--- src/rtl/mem_request_scheduler_if.sv ---
// Requester-side and memory-side buses of mem_request_scheduler.
// master is the scheduler's view; slave is the requesters' and memory's view.
interface mem_request_scheduler_if #(
    parameter int DATA_WIDTH = 32,
    parameter int NUM_REQ    = 4
);
    logic [NUM_REQ-1:0]            req_valid;
    logic [NUM_REQ-1:0]            req_write;
    logic [NUM_REQ*DATA_WIDTH-1:0] req_address;
    logic [NUM_REQ*DATA_WIDTH-1:0] req_writeData;
    logic [NUM_REQ-1:0]            req_ready;
    logic [NUM_REQ-1:0]            rsp_valid;
    logic [DATA_WIDTH-1:0]         rsp_readData;
    logic                          rsp_error;
    logic                          busy;
    logic [DATA_WIDTH-1:0]         mem_address;
    logic [DATA_WIDTH-1:0]         mem_writeData;
    logic                          mem_writeEnable;
    logic                          mem_readEnable;
    logic [DATA_WIDTH-1:0]         mem_readData;
    logic                          mem_readDataValid;
    logic                          mem_writeAck;

    modport master (
        input  req_valid, req_write, req_address, req_writeData,
        input  mem_readData, mem_readDataValid, mem_writeAck,
        output req_ready, rsp_valid, rsp_readData, rsp_error, busy,
        output mem_address, mem_writeData, mem_writeEnable, mem_readEnable
    );

    modport slave (
        output req_valid, req_write, req_address, req_writeData,
        output mem_readData, mem_readDataValid, mem_writeAck,
        input  req_ready, rsp_valid, rsp_readData, rsp_error, busy,
        input  mem_address, mem_writeData, mem_writeEnable, mem_readEnable
    );
endinterface

--- src/rtl/mem_request_scheduler.sv ---
// Round-robin scheduler sharing one single-outstanding memory port with a timeout error path.
// Optional MEM_SCHED_PRIO0_EN: requester 0 has fixed top priority and does not move the pointer.
module mem_request_scheduler #(
    parameter int DATA_WIDTH     = 32,
    parameter int NUM_REQ        = 4,
    parameter int TIMEOUT_CYCLES = 16384
) (
    input  logic                    clk,
    input  logic                    reset,
    mem_request_scheduler_if.master io_bus
);
    localparam int IDX_W  = $clog2(NUM_REQ);
    localparam int IDX1_W = IDX_W + 1;
    localparam int TMR_W  = $clog2(TIMEOUT_CYCLES) + 1;
    localparam logic [TMR_W-1:0]   TMR_LAST = TMR_W'(TIMEOUT_CYCLES - 1);
    localparam logic [NUM_REQ-1:0] ONE_HOT0 = NUM_REQ'(1);

    typedef enum logic [1:0] {S_IDLE, S_ISSUE, S_WAIT, S_RESPOND} state_t;

    state_t                r_state;
    state_t                w_next;
    logic [IDX_W-1:0]      r_ptr;
    logic [IDX_W-1:0]      r_win;
    logic [IDX_W-1:0]      w_pick;
    logic [IDX_W-1:0]      w_ptr_next;
    logic [IDX1_W-1:0]     w_idx;
    logic                  w_found;
    logic [TMR_W-1:0]      r_timer;
    logic                  r_write;
    logic                  r_err;
    logic [DATA_WIDTH-1:0] r_addr;
    logic [DATA_WIDTH-1:0] r_wdata;
    logic [DATA_WIDTH-1:0] r_rdata;
    logic                  w_done;
    logic                  w_timeout;

    // Search upward from the pointer with wrap-around; first valid requester wins.
    always_comb begin
        w_pick  = '0;
        w_found = 1'b0;
        w_idx   = '0;
        for (int k = 0; k < NUM_REQ; k++) begin
            w_idx = {1'b0, r_ptr} + IDX1_W'(k);
            if (w_idx >= IDX1_W'(NUM_REQ)) begin
                w_idx = w_idx - IDX1_W'(NUM_REQ);
            end
            if (!w_found && io_bus.req_valid[w_idx[IDX_W-1:0]]) begin
                w_found = 1'b1;
                w_pick  = w_idx[IDX_W-1:0];
            end
        end
`ifdef MEM_SCHED_PRIO0_EN
        if (io_bus.req_valid[0]) begin
            w_pick = '0;
        end
`endif
    end

    assign w_ptr_next = (r_win == IDX_W'(NUM_REQ - 1)) ? '0 : r_win + 1'b1;

    always_comb begin
        w_next                 = r_state;
        w_done                 = 1'b0;
        w_timeout              = 1'b0;
        io_bus.req_ready       = '0;
        io_bus.rsp_valid       = '0;
        io_bus.rsp_readData    = '0;
        io_bus.rsp_error       = 1'b0;
        io_bus.busy            = (r_state != S_IDLE);
        io_bus.mem_address     = '0;
        io_bus.mem_writeData   = '0;
        io_bus.mem_writeEnable = 1'b0;
        io_bus.mem_readEnable  = 1'b0;
        if (r_state != S_IDLE) begin
            io_bus.mem_address   = r_addr;
            io_bus.mem_writeData = r_wdata;
        end
        unique case (r_state)
            S_IDLE: begin
                if (w_found) begin
                    w_next = S_ISSUE;
                end
            end
            S_ISSUE: begin
                io_bus.req_ready       = ONE_HOT0 << r_win;
                io_bus.mem_writeEnable = r_write;
                io_bus.mem_readEnable  = ~r_write;
                w_next                 = S_WAIT;
            end
            S_WAIT: begin
                // Only the completion matching the issued type counts; completion beats timeout.
                w_done    = r_write ? io_bus.mem_writeAck : io_bus.mem_readDataValid;
                w_timeout = (r_timer == TMR_LAST);
                if (w_done || w_timeout) begin
                    w_next = S_RESPOND;
                end
            end
            S_RESPOND: begin
                io_bus.rsp_valid    = ONE_HOT0 << r_win;
                io_bus.rsp_readData = r_rdata;
                io_bus.rsp_error    = r_err;
                w_next              = S_IDLE;
            end
            default: w_next = S_IDLE;
        endcase
    end

    always_ff @(posedge clk) begin
        if (reset) begin
            r_state <= S_IDLE;
            r_ptr   <= '0;
            r_timer <= '0;
        end else begin
            r_state <= w_next;
            if (r_state == S_ISSUE) begin
                r_timer <= '0;
            end else if (r_state == S_WAIT) begin
                r_timer <= r_timer + 1'b1;
            end
            if (r_state == S_RESPOND) begin
`ifdef MEM_SCHED_PRIO0_EN
                if (r_win != '0) begin
                    r_ptr <= w_ptr_next;
                end
`else
                r_ptr <= w_ptr_next;
`endif
            end
        end
    end

    // Request and response payload; only observable through state-gated outputs.
    always_ff @(posedge clk) begin
        if (r_state == S_IDLE && w_found) begin
            r_win   <= w_pick;
            r_write <= io_bus.req_write[w_pick];
            r_addr  <= io_bus.req_address[int'(w_pick)*DATA_WIDTH +: DATA_WIDTH];
            r_wdata <= io_bus.req_writeData[int'(w_pick)*DATA_WIDTH +: DATA_WIDTH];
        end
        if (r_state == S_WAIT) begin
            r_err   <= ~w_done;
            r_rdata <= (w_done && !r_write) ? io_bus.mem_readData : '0;
        end
    end
endmodule
--- src/flat_wrapper.sv ---
// flat-port wrapper written by rule: the top's interface ports become plain ports
module mem_request_scheduler_flat 
#(
    parameter int DATA_WIDTH     = 32,
    parameter int NUM_REQ        = 4,
    parameter int TIMEOUT_CYCLES = 16384
)
  (clk, reset, io_bus_req_valid, io_bus_req_write, io_bus_req_address, io_bus_req_writeData, io_bus_mem_readData, io_bus_mem_readDataValid, io_bus_mem_writeAck, io_bus_req_ready, io_bus_rsp_valid, io_bus_rsp_readData, io_bus_rsp_error, io_bus_busy, io_bus_mem_address, io_bus_mem_writeData, io_bus_mem_writeEnable, io_bus_mem_readEnable);
  mem_request_scheduler_if #(.DATA_WIDTH(DATA_WIDTH), .NUM_REQ(NUM_REQ)) io_bus_i ();
  input  logic clk;
  input  logic reset;
  input wire logic [$bits(io_bus_i.req_valid)-1:0] io_bus_req_valid;
  input wire logic [$bits(io_bus_i.req_write)-1:0] io_bus_req_write;
  input wire logic [$bits(io_bus_i.req_address)-1:0] io_bus_req_address;
  input wire logic [$bits(io_bus_i.req_writeData)-1:0] io_bus_req_writeData;
  input wire logic [$bits(io_bus_i.mem_readData)-1:0] io_bus_mem_readData;
  input wire logic [$bits(io_bus_i.mem_readDataValid)-1:0] io_bus_mem_readDataValid;
  input wire logic [$bits(io_bus_i.mem_writeAck)-1:0] io_bus_mem_writeAck;
  output wire logic [$bits(io_bus_i.req_ready)-1:0] io_bus_req_ready;
  output wire logic [$bits(io_bus_i.rsp_valid)-1:0] io_bus_rsp_valid;
  output wire logic [$bits(io_bus_i.rsp_readData)-1:0] io_bus_rsp_readData;
  output wire logic [$bits(io_bus_i.rsp_error)-1:0] io_bus_rsp_error;
  output wire logic [$bits(io_bus_i.busy)-1:0] io_bus_busy;
  output wire logic [$bits(io_bus_i.mem_address)-1:0] io_bus_mem_address;
  output wire logic [$bits(io_bus_i.mem_writeData)-1:0] io_bus_mem_writeData;
  output wire logic [$bits(io_bus_i.mem_writeEnable)-1:0] io_bus_mem_writeEnable;
  output wire logic [$bits(io_bus_i.mem_readEnable)-1:0] io_bus_mem_readEnable;
  assign io_bus_i.req_valid = io_bus_req_valid;
  assign io_bus_i.req_write = io_bus_req_write;
  assign io_bus_i.req_address = io_bus_req_address;
  assign io_bus_i.req_writeData = io_bus_req_writeData;
  assign io_bus_i.mem_readData = io_bus_mem_readData;
  assign io_bus_i.mem_readDataValid = io_bus_mem_readDataValid;
  assign io_bus_i.mem_writeAck = io_bus_mem_writeAck;
  assign io_bus_req_ready = io_bus_i.req_ready;
  assign io_bus_rsp_valid = io_bus_i.rsp_valid;
  assign io_bus_rsp_readData = io_bus_i.rsp_readData;
  assign io_bus_rsp_error = io_bus_i.rsp_error;
  assign io_bus_busy = io_bus_i.busy;
  assign io_bus_mem_address = io_bus_i.mem_address;
  assign io_bus_mem_writeData = io_bus_i.mem_writeData;
  assign io_bus_mem_writeEnable = io_bus_i.mem_writeEnable;
  assign io_bus_mem_readEnable = io_bus_i.mem_readEnable;
  mem_request_scheduler #(.DATA_WIDTH(DATA_WIDTH), .NUM_REQ(NUM_REQ), .TIMEOUT_CYCLES(TIMEOUT_CYCLES)) u_core (.clk(clk), .reset(reset), .io_bus(io_bus_i));
endmodule
--- config.mk ---
export PLATFORM = sky130hd
export DESIGN_NAME = mem_request_scheduler_flat
export DESIGN_NICKNAME = d
export VERILOG_FILES = /design/src/rtl/mem_request_scheduler_if.sv /design/src/rtl/mem_request_scheduler.sv /design/src/flat_wrapper.sv
export SDC_FILE = /design/constraint.sdc
export NUM_CORES = 1
export LEC_CHECK = 0
export CORE_AREA = 2 2 161 163
export CTS_CLUSTER_DIAMETER = 60
export DETAILED_ROUTE_END_ITERATION = 6
export DIE_AREA = 0 0 163 165
export MAX_ROUTING_LAYER = met4
export PLACE_DENSITY = 0.61
export SLEW_MARGIN = 10
export SYNTH_ARGS = -nofsm -noshare
export SYNTH_HDL_FRONTEND = slang
export SYNTH_SLANG_ARGS = --single-unit
--- constraint.sdc ---
create_clock -name clk -period 8 [get_ports clk]
set_input_delay 1.6 -clock clk [delete_from_list [all_inputs] [get_ports clk]]
set_output_delay 1.6 -clock clk [all_outputs]
set_load 0.05 [all_outputs]
* Word-level counts from Yosys, hierarchy flattened *
Cells that the tools add are included.

word-level totals
  latch bits = 0
  register bits = 119
  bits in writable memories = 0
  output and inout port bits = 108
  ROM bits = 0
  logic and storage cells = 89
  memories = 0

cells by class
  multipliers = 0
  eq/ne operators = 7
  bitwise operators = 2
  reduce and logical (&&, ||, !) cells = 14
  shift operators = 3
  magnitude comparators = 9
  muxes and demuxes = 36
  div/mod/pow operators = 0
  $add $sub $neg = 9

operators with widths
  kind                   number
  $shiftx 128x8->32      2
  $mux 32                3
  $mux 2                 11
  $add 15x1->15 const B  1
  $eq 15x14->1 const B   1
  $lt 2x3->1 const B     5
  $mux 1                 14
  $bmux 1 s2             5
  $ge 3x3->1 const B     3
  $mux 4                 2
  $pmux 2 s4             1
  $sub 2x1->2 const B    4
  $add 2x2->3 const B    2
  $eq 2x2->1 const B     3
  $logic_and 1x1->1      5
  $logic_not 1->1        4
  $ne 2x1->1 const B     2
  $shl 1x2->4 const A    1
  $add 2x1->3 const B    1
  $ge 2x3->1 const B     1
  $add 2x1->2 const B    1
  $eq 2x1->1 const B     1
  $logic_not 2->1        1
  $not 1->1              2
  other kinds (4)        4

* Longest topological paths before layout *
Gate-level depths: netlist (run 1).

  depth in word-level cells = 16
  mapped depth = 8
  gate-level depth less buffers = 7

* Least setup slack after synthesis (run 1) *
No wires, ideal clock.

  kind = input-to-reg
  from = input io_bus_req_valid[0]
  to = register u_core.r_addr[0] (enable)
  stages on the path = 2
  setup slack = 3.043 ns
  required time = 7.507 ns
  data arrival time = 4.464 ns
  buffers on the path = 0
  setup time = 0.493 ns
  path through = nor4_1 > nor2_1

between the ends
  word-level cells in the longest chain between the ends = 13

ends and longest elaborated chain
  item                          RTL line                      text
  start: declaration            flat_wrapper.sv:12            input wire logic [$bits(io_bus_i.req_valid)-1:0] io_bus_req_valid;
  $bmux 1 s2                    mem_request_scheduler.sv:47   if (!w_found && io_bus.req_valid[w_idx[IDX_W-1:0]]) begin
  $mux 1 (implied by the code)  mem_request_scheduler.sv:47
  $mux 1                        mem_request_scheduler.sv:47
  $logic_not 1->1               mem_request_scheduler.sv:47
  $logic_and 1x1->1             mem_request_scheduler.sv:47
  $mux 1                        mem_request_scheduler.sv:47
  $logic_not 1->1               mem_request_scheduler.sv:47
  $logic_and 1x1->1             mem_request_scheduler.sv:47
  $mux 1                        mem_request_scheduler.sv:47
  $logic_not 1->1               mem_request_scheduler.sv:47
  $logic_and 1x1->1             mem_request_scheduler.sv:47
  $mux 1 (*)                    mem_request_scheduler.sv:47
  $logic_and 1x1->1 (*)         mem_request_scheduler.sv:134  if (r_state == S_IDLE && w_found) begin
  end signal: assignment        mem_request_scheduler.sv:137  r_addr <= io_bus.req_address[int'(w_pick)*DATA_WIDTH +: DATA_WIDTH];
  end: declaration              mem_request_scheduler.sv:31   logic [DATA_WIDTH-1:0] r_addr;

Every way passes the cells marked *; elsewhere a longest branch is shown, timed or not. The select of a mux whose other input is x is not followed.
A chain may end at the register's enable or synchronous reset.

* Final worst setup path (run 1) *
  from = register u_core.r_state[0]
  to = output io_bus_busy

between the ends
  word-level cells in the longest chain between the ends = 1

ends and longest elaborated chain
  item                      RTL line                      text
  start: declaration        mem_request_scheduler.sv:20   state_t r_state;
  start signal: assignment  mem_request_scheduler.sv:114  r_state <= w_next;
  $reduce_bool 2->1         mem_request_scheduler.sv:69   io_bus.busy = (r_state != S_IDLE);
  end: declaration          flat_wrapper.sv:23            output wire logic [$bits(io_bus_i.busy)-1:0] io_bus_busy;

No other way between the ends.

==> run_results.csv, run 1 <==
group,metric,value,unit
cts,ctsHtreeMaxLevel,4,
pwr,p_seq_share,27.1,%
sta,slew_viol_final,0,
pwr,p_per_area,309,nW/µm²
floorplan,initial_core_util,28.9,%
sta,finalCritPeriodShare,57.5,%
placed_design,dp_hpwl,17800,µm
logic_synthesis,syn_area,7230,µm²
detailed_routing,vias,5837,
worst_hold_path,hold_path.class,"reg2reg",
sta,worstMarginPinSlew,1.08,ns
detailed_routing,dr_wl_met2,12100,µm
placed_design,io_buffers,407,
global_route,grt_pass1_vias,5983,
placed_design,placed_cells,1296,
logic_synthesis,async_reset_ff_share,0,%
sta,rsz0062_at_grt,"no",
detailed_routing,ant_nets,0,
floorplan,rows,58,
logic_synthesis,yosysTopAreaCell,"edfxtp_1",
detailed_routing,route.met3.wl,2170,µm
placed_design,routabilityCongestion,0.782,
logic_synthesis,synth_cell_type_count,34,
sta,fmax,0.218,GHz
worst_setup_path,cp_cell_sequence,"inv_1 > ha_2 > buf_4 > inv_1 > clkdlybuf4s50_1",
pwr,p_clk_share,19.7,%
sta,max_slew_margin,28.3,%
worst_setup_path,crit_path_end_kind,"output port",
worst_setup_path,crit_start,"u_core.r_state[0]",
logic_synthesis,ys_ff_latch,119,
detailed_routing,avgRoutedWirePerCell,17.7,µm
global_route,grt_first_pass_wirelength,34200,µm
finish,nets,1294,
worst_setup_path,r2r_cells,6,
logic_synthesis,syn_nets,901,
finish,drive_gt1_share,4.41,%
pwr,p_total,0.00370,W
worst_setup_path,crit_top_cell,"inv_1",
cts,cts_buffer_depth,2,
global_route,globalRouteTotalUtil,17.6,%
finish,syn2layout_area_growth,65.7,%
finish,instances_no_fill,1330,
detailed_routing,vias_per_cell,4.39,
sta,skew,0.0229,ns
worst_setup_path,required,6.40,ns
sta,final_hold_viol_count,0,
worst_setup_path,worstSetupPathType,"reg2out",
detailed_routing,highest_layer,"met4",
pwr,ir_drop,196,µV
worst_setup_path,r2r_slack,4.84,ns
detailed_routing,wl_met1,9070,µm
pwr,switchingPower,0.00162,W
floorplan,die_h,165,µm
finish,final_common_cell,"clkdlybuf4s50_1",
logic_synthesis,synth_edf_count,100,
detailed_routing,remaining_drc_errors,0,
worst_hold_path,hold_depth,2,
worst_hold_path,worstHoldStart,"u_core.r_timer[6]",
outcome,status,"finished, final reports clean",
floorplan,die_x,163,µm
logic_synthesis,yosysWarnings,0,
cts,clk_latency,0.42,ns
logic_synthesis,ys_seq_area_share,46.8,%
floorplan,core_area,25000,µm²
worst_setup_path,cp_max_fo,37,
detailed_routing,wl,23500,µm
worst_setup_path,critPathMaxStageDelay,0.76,ns
worst_setup_path,r2r_start,"u_core.r_state[0]",
floorplan,dieArea,26900,µm²
cts,root_buffer,"clkbuf_16",
worst_setup_path,worst_ep_arrival_time,3.00,ns
sta,finalSetupViolations,0,
logic_synthesis,yosys_most_used_dff,"edfxtp_1",
cts,cts_tree,"done",
worst_setup_path,slowest_stage,"clkdlybuf4s50_1",
flow_run,cap_violations,0,
sta,fin_setup_tns,0,ns
pwr,p_sw_share,43.9,%
cts,post_cts_buffers,0,
worst_setup_path,timing.rr.end,"u_core.r_wdata[19]",
cts,ctsResizeCount,0,
logic_synthesis,ys_top_cells_by_area,"edfxtp_1 42%, mux2i_1 28%, and2_1 6.4%",
logic_synthesis,syn_area_per_cell,12.2,µm²
worst_setup_path,critPathLaunchType,"register",
cts,cts_hold_buf,0,
worst_hold_path,min_to,"u_core.r_timer[6]",
pwr,p_int,0.00208,W
floorplan,pin_count,408,
logic_synthesis,syn_inst,592,
pwr,p_leak,4.27,nW
cts,numCtsBuffers,17,
sta,period_minus_slack,4.60,ns
logic_synthesis,yosysTopAreaCellShare,41.6,%
cts,path_clk_slew,0.06,ns
cts,cts_sinks,119,
global_route,antenna_found_initial,1,
finish,mostFrequentLayoutCells,"407 x clkdlybuf4s50_1, 199 x mux2i_1, 100 x edfxtp_1",
global_route,grt_overflow,0,
pwr,power_frac_comb,53.3,%
detailed_routing,first_pass_iters,4,
detailed_routing,drt_iter0_markers,263,
global_route,grt_max_degree,80,
-- cells in the mapped netlist (all sizes together) (2+ instances only) --
library cell,instances
nor2b,66
or3,2
nor4,4
nor2,22
nand3,2
buf,19
a21oi,5
xor2,5
clkbuf,16
dfxtp,19
mux2i,199
o22ai,2
edfxtp,100
xnor2,7
inv,13
nand2,7
ha,9
bufbuf,4
and2,74
nand4,6
o21ai,2
-- cell families after synthesis --
logic type	after synthesis	synth area share [%]
XOR/XNOR	12	1.45
adder cells (fa/ha/maj)	9	1.56
buffers and inverters	52	6.06
AO/OA/AOI/OAI	13	1.21
AND/OR/NAND/NOR	187	15.2
flip-flops	119	46.8
multiplexers	200	27.7
-- critical path, delay by kind of cell, from the launching register on --
family | cells | cell delay [ns]
adders and majority gates | 1 | 0.64
buffers and inverters | 4 | 1.57
DFF | 1 | 0.33
-- power by group through the flow --
stage / Sequential [W] / Clock (W) / Combinational, W
final: 0.00100 / 0.000727 / 0.00197
after global routing: 0.00102 / 0.000779 / 0.00208
after CTS: 0.00100 / 0.000754 / 0.00201
after detailed placement: 0.00101 / 0 / 0.00200
after global placement: 0.00101 / 0 / 0.00200
after floorplan: 0.00101 / 0 / 0.00130
-- through the flow --
step	worst slack [ns]	utilization (%)	hold slack (ns)	cell area (µm²)
6_report	3.40	47.8	0.508	12000
5_1_grt	3.15	47.8	0.526	12000
4_1_cts	3.30	47.8	0.511	12000
3_5_place_dp	3.45	45.6	0.500	11400
3_3_place_gp	3.49	45.6	0.488	11400
2_1_floorplan	3.04	-	0.470	7230
-- metal layers --
metal	GRT usage, %	vias to the layer above
li1	-	2894
met1	19.0	2675
met2	31.2	252
met3	6.45	16
met4	3.54	0
met5	-	-
-- sequential cells by signal, indices dropped and copies added (netlist names) --
name / cells
u_core.r_timer: 15
u_core.r_ptr: 2
u_core.r_win: 2
u_core.r_write: 1
u_core.r_rdata: 32
u_core.r_wdata: 32
u_core.r_addr: 32
u_core.r_err: 1
u_core.r_state: 2
-- cell type report --
| class | count | area (µm²) |
|---|---|---|
| diodes | 2 | 5.00 |
| clock buffers | 17 | 425 |
| clock inverters | 15 | 128 |
| fillers | 2327 | 13100 |
| inverters | 13 | 48.8 |
| multi-input cells | 421 | 3440 |
| flip-flops and latches | 119 | 3380 |
| well taps | 330 | 413 |
| repair buffers | 413 | 4130 |
-- worst max path at each step --
stage	to	slack [ns]	cells after the start
after floorplan	u_core.r_addr[0]	3.04	2
after global placement	u_core.r_wdata[16]	3.49	7
after detailed placement	u_core.r_wdata[8]	3.45	7
after CTS	io_bus_busy	3.30	5
after global routing	io_bus_busy	3.15	5
final	io_bus_busy	3.40	5
Note: power is estimated with default switching activity, not from simulation.
==> run 2: changes to the inputs <==
==> constraint.sdc (replaced) <==
create_clock -name clk -period 4.8 [get_ports clk]
set_input_delay 0.96 -clock clk [delete_from_list [all_inputs] [get_ports clk]]
set_output_delay 0.96 -clock clk [all_outputs]
set_load 0.05 [all_outputs]
==> run_results.csv, run 2 (same netlist as run 1, synthesis figures left out) <==
group,metric,value,unit
finish,final_common_cell,"clkdlybuf4s50_1",
worst_setup_path,critPathLaunchType,"register",
worst_hold_path,hold_path.class,"reg2reg",
finish,diodes,0,
worst_setup_path,worst_ep_arrival_time,2.76,ns
pwr,p_sw_share,43.4,%
floorplan,core_area,25000,µm²
placed_design,routabilityCongestion,0.782,
global_route,grt_overflow,0,
cts,post_cts_buffers,0,
detailed_routing,vias,5914,
cts,numCtsBuffers,17,
global_route,globalRouteTotalUtil,17.8,%
detailed_routing,ant_nets,0,
sta,skew,0.0110,ns
cts,clk_latency,0.42,ns
outcome,status,"finished, final reports clean",
worst_hold_path,hold_depth,2,
floorplan,die_x,163,µm
worst_setup_path,r2r_cells,5,
detailed_routing,first_pass_iters,4,
cts,cts_buffer_depth,2,
detailed_routing,vias_per_cell,4.42,
global_route,grt_pass1_vias,6017,
flow_run,cap_violations,0,
worst_setup_path,worstSetupPathType,"reg2out",
pwr,switchingPower,0.00274,W
pwr,p_per_area,519,nW/µm²
cts,path_clk_slew,0.07,ns
global_route,antenna_found_initial,0,
worst_hold_path,worstHoldStart,"u_core.r_timer[6]",
pwr,p_seq_share,26.5,%
sta,final_hold_viol_count,0,
finish,fillers,2367,
floorplan,initial_core_util,28.9,%
sta,rsz0062_at_grt,"no",
placed_design,dp_hpwl,18500,µm
detailed_routing,drt_iter0_markers,228,
global_route,grt_max_degree,68,
floorplan,rows,58,
placed_design,place_area,11500,µm²
cts,cts_hold_buf,0,
floorplan,pin_count,408,
sta,period_minus_slack,3.72,ns
pwr,ir_drop,316,µV
floorplan,dieArea,26900,µm²
detailed_routing,wl,23600,µm
worst_setup_path,r2r_start,"u_core.r_state[0]",
global_route,grt_first_pass_wirelength,34300,µm
pwr,p_clk_share,20.6,%
worst_setup_path,cp_max_fo,36,
detailed_routing,avgRoutedWirePerCell,17.6,µm
finish,nets,1304,
worst_hold_path,min_to,"u_core.r_timer[6]",
detailed_routing,remaining_drc_errors,0,
pwr,p_leak,4.35,nW
sta,worstMarginPinSlew,0.989,ns
finish,mostFrequentLayoutCells,"407 x clkdlybuf4s50_1, 199 x mux2i_1, 100 x edfxtp_1",
worst_setup_path,crit_path_end_kind,"output port",
finish,drive_gt1_share,5.46,%
pwr,p_int,0.00356,W
cts,cts_sinks,119,
sta,slew_viol_final,0,
cts,cts_tree,"done",
sta,fin_setup_tns,0,ns
placed_design,io_buffers,407,
finish,final_design_area_no_fill,12100,µm²
sta,finalSetupViolations,0,
sta,max_slew_margin,33.9,%
finish,largestRegisters,"u_core.r_addr x32, u_core.r_rdata x32, u_core.r_wdata x32",
finish,syn2layout_area_growth,68.0,%
worst_setup_path,r2r_slack,2.10,ns
worst_setup_path,timing.rr.end,"u_core.r_wdata[9]",
cts,ctsResizeCount,0,
sta,fmax,0.269,GHz
pwr,power_frac_comb,52.9,%
worst_setup_path,required,3.84,ns
floorplan,die_h,165,µm
finish,utilization,48.5,%
cts,root_buffer,"clkbuf_16",
sta,finalCritPeriodShare,77.5,%
cts,ctsHtreeMaxLevel,4,
## run 2: changes by cell type in the layout (fill, tap and decap cells not counted), sizes merged
cell / change
buf: +10
clkinv: -6
inv: +3
diode: -2
bufinv: +1
clkbuf: +1
clkinvlp: +1
## run 2: routing by layer
metal  vias up  wire, µm  global-route usage, %
met1      2729      8840                   18.7
met2       250     12600                   32.4
met5         -         0                      -
met3        23      1860                   5.75
li1       2912         -                      -
met4         0       308                   4.51
## run 2: power by group through the flow
stage | clock network (W) | registers (W) | logic, W
2_1_floorplan | 0 | 0.00168 | 0.00216
3_3_place_gp | 0 | 0.00168 | 0.00339
3_5_place_dp | 0 | 0.00169 | 0.00338
4_1_cts | 0.00133 | 0.00167 | 0.00340
5_1_grt | 0.00136 | 0.00170 | 0.00353
6_report | 0.00130 | 0.00167 | 0.00334
## run 2: worst max-delay path: stages, from the launching register on
cell	delay (ns)
dfxtp_1	0.36
inv_1	0.09
ha_2	0.45
buf_4	0.30
nor2b_1	0.25
clkdlybuf4s50_1	0.87
## run 2: worst max path at each step
stage	from	end	slack [ns]
after detailed placement	io_bus_req_valid[1]	u_core.r_addr[0]	1.31
after global routing	u_core.r_state[0]	io_bus_mem_address[10]	0.89
after floorplan	u_core.r_state[0]	u_core.r_addr[0]	0.29
after CTS	u_core.r_state[0]	io_bus_mem_address[10]	0.98
after global placement	io_bus_req_valid[1]	u_core.r_addr[26]	1.36
final	u_core.r_state[0]	io_bus_mem_writeData[5]	1.08
## run 2: cell type report
type,instances,area [µm²],share of cell area (%)
inverter,13,48.8,0.402
tap,330,413,3.40
multi-input combinational,421,3440,28.4
clock inverter,14,165,1.36
clock buffer,18,429,3.54
sequential,119,3380,27.9
timing repair buffer,423,4260,35.1
## run 2: stage by stage
step	total power [W]	setup slack, ns	hold slack [ns]	cells
final	0.00630	1.08	0.510	1338
after global routing	0.00660	0.893	0.562	1338
after CTS	0.00640	0.979	0.505	1338
after detailed placement	0.00507	1.31	0.497	1306
after global placement	0.00507	1.36	0.488	1306
after floorplan	0.00384	0.290	0.470	592
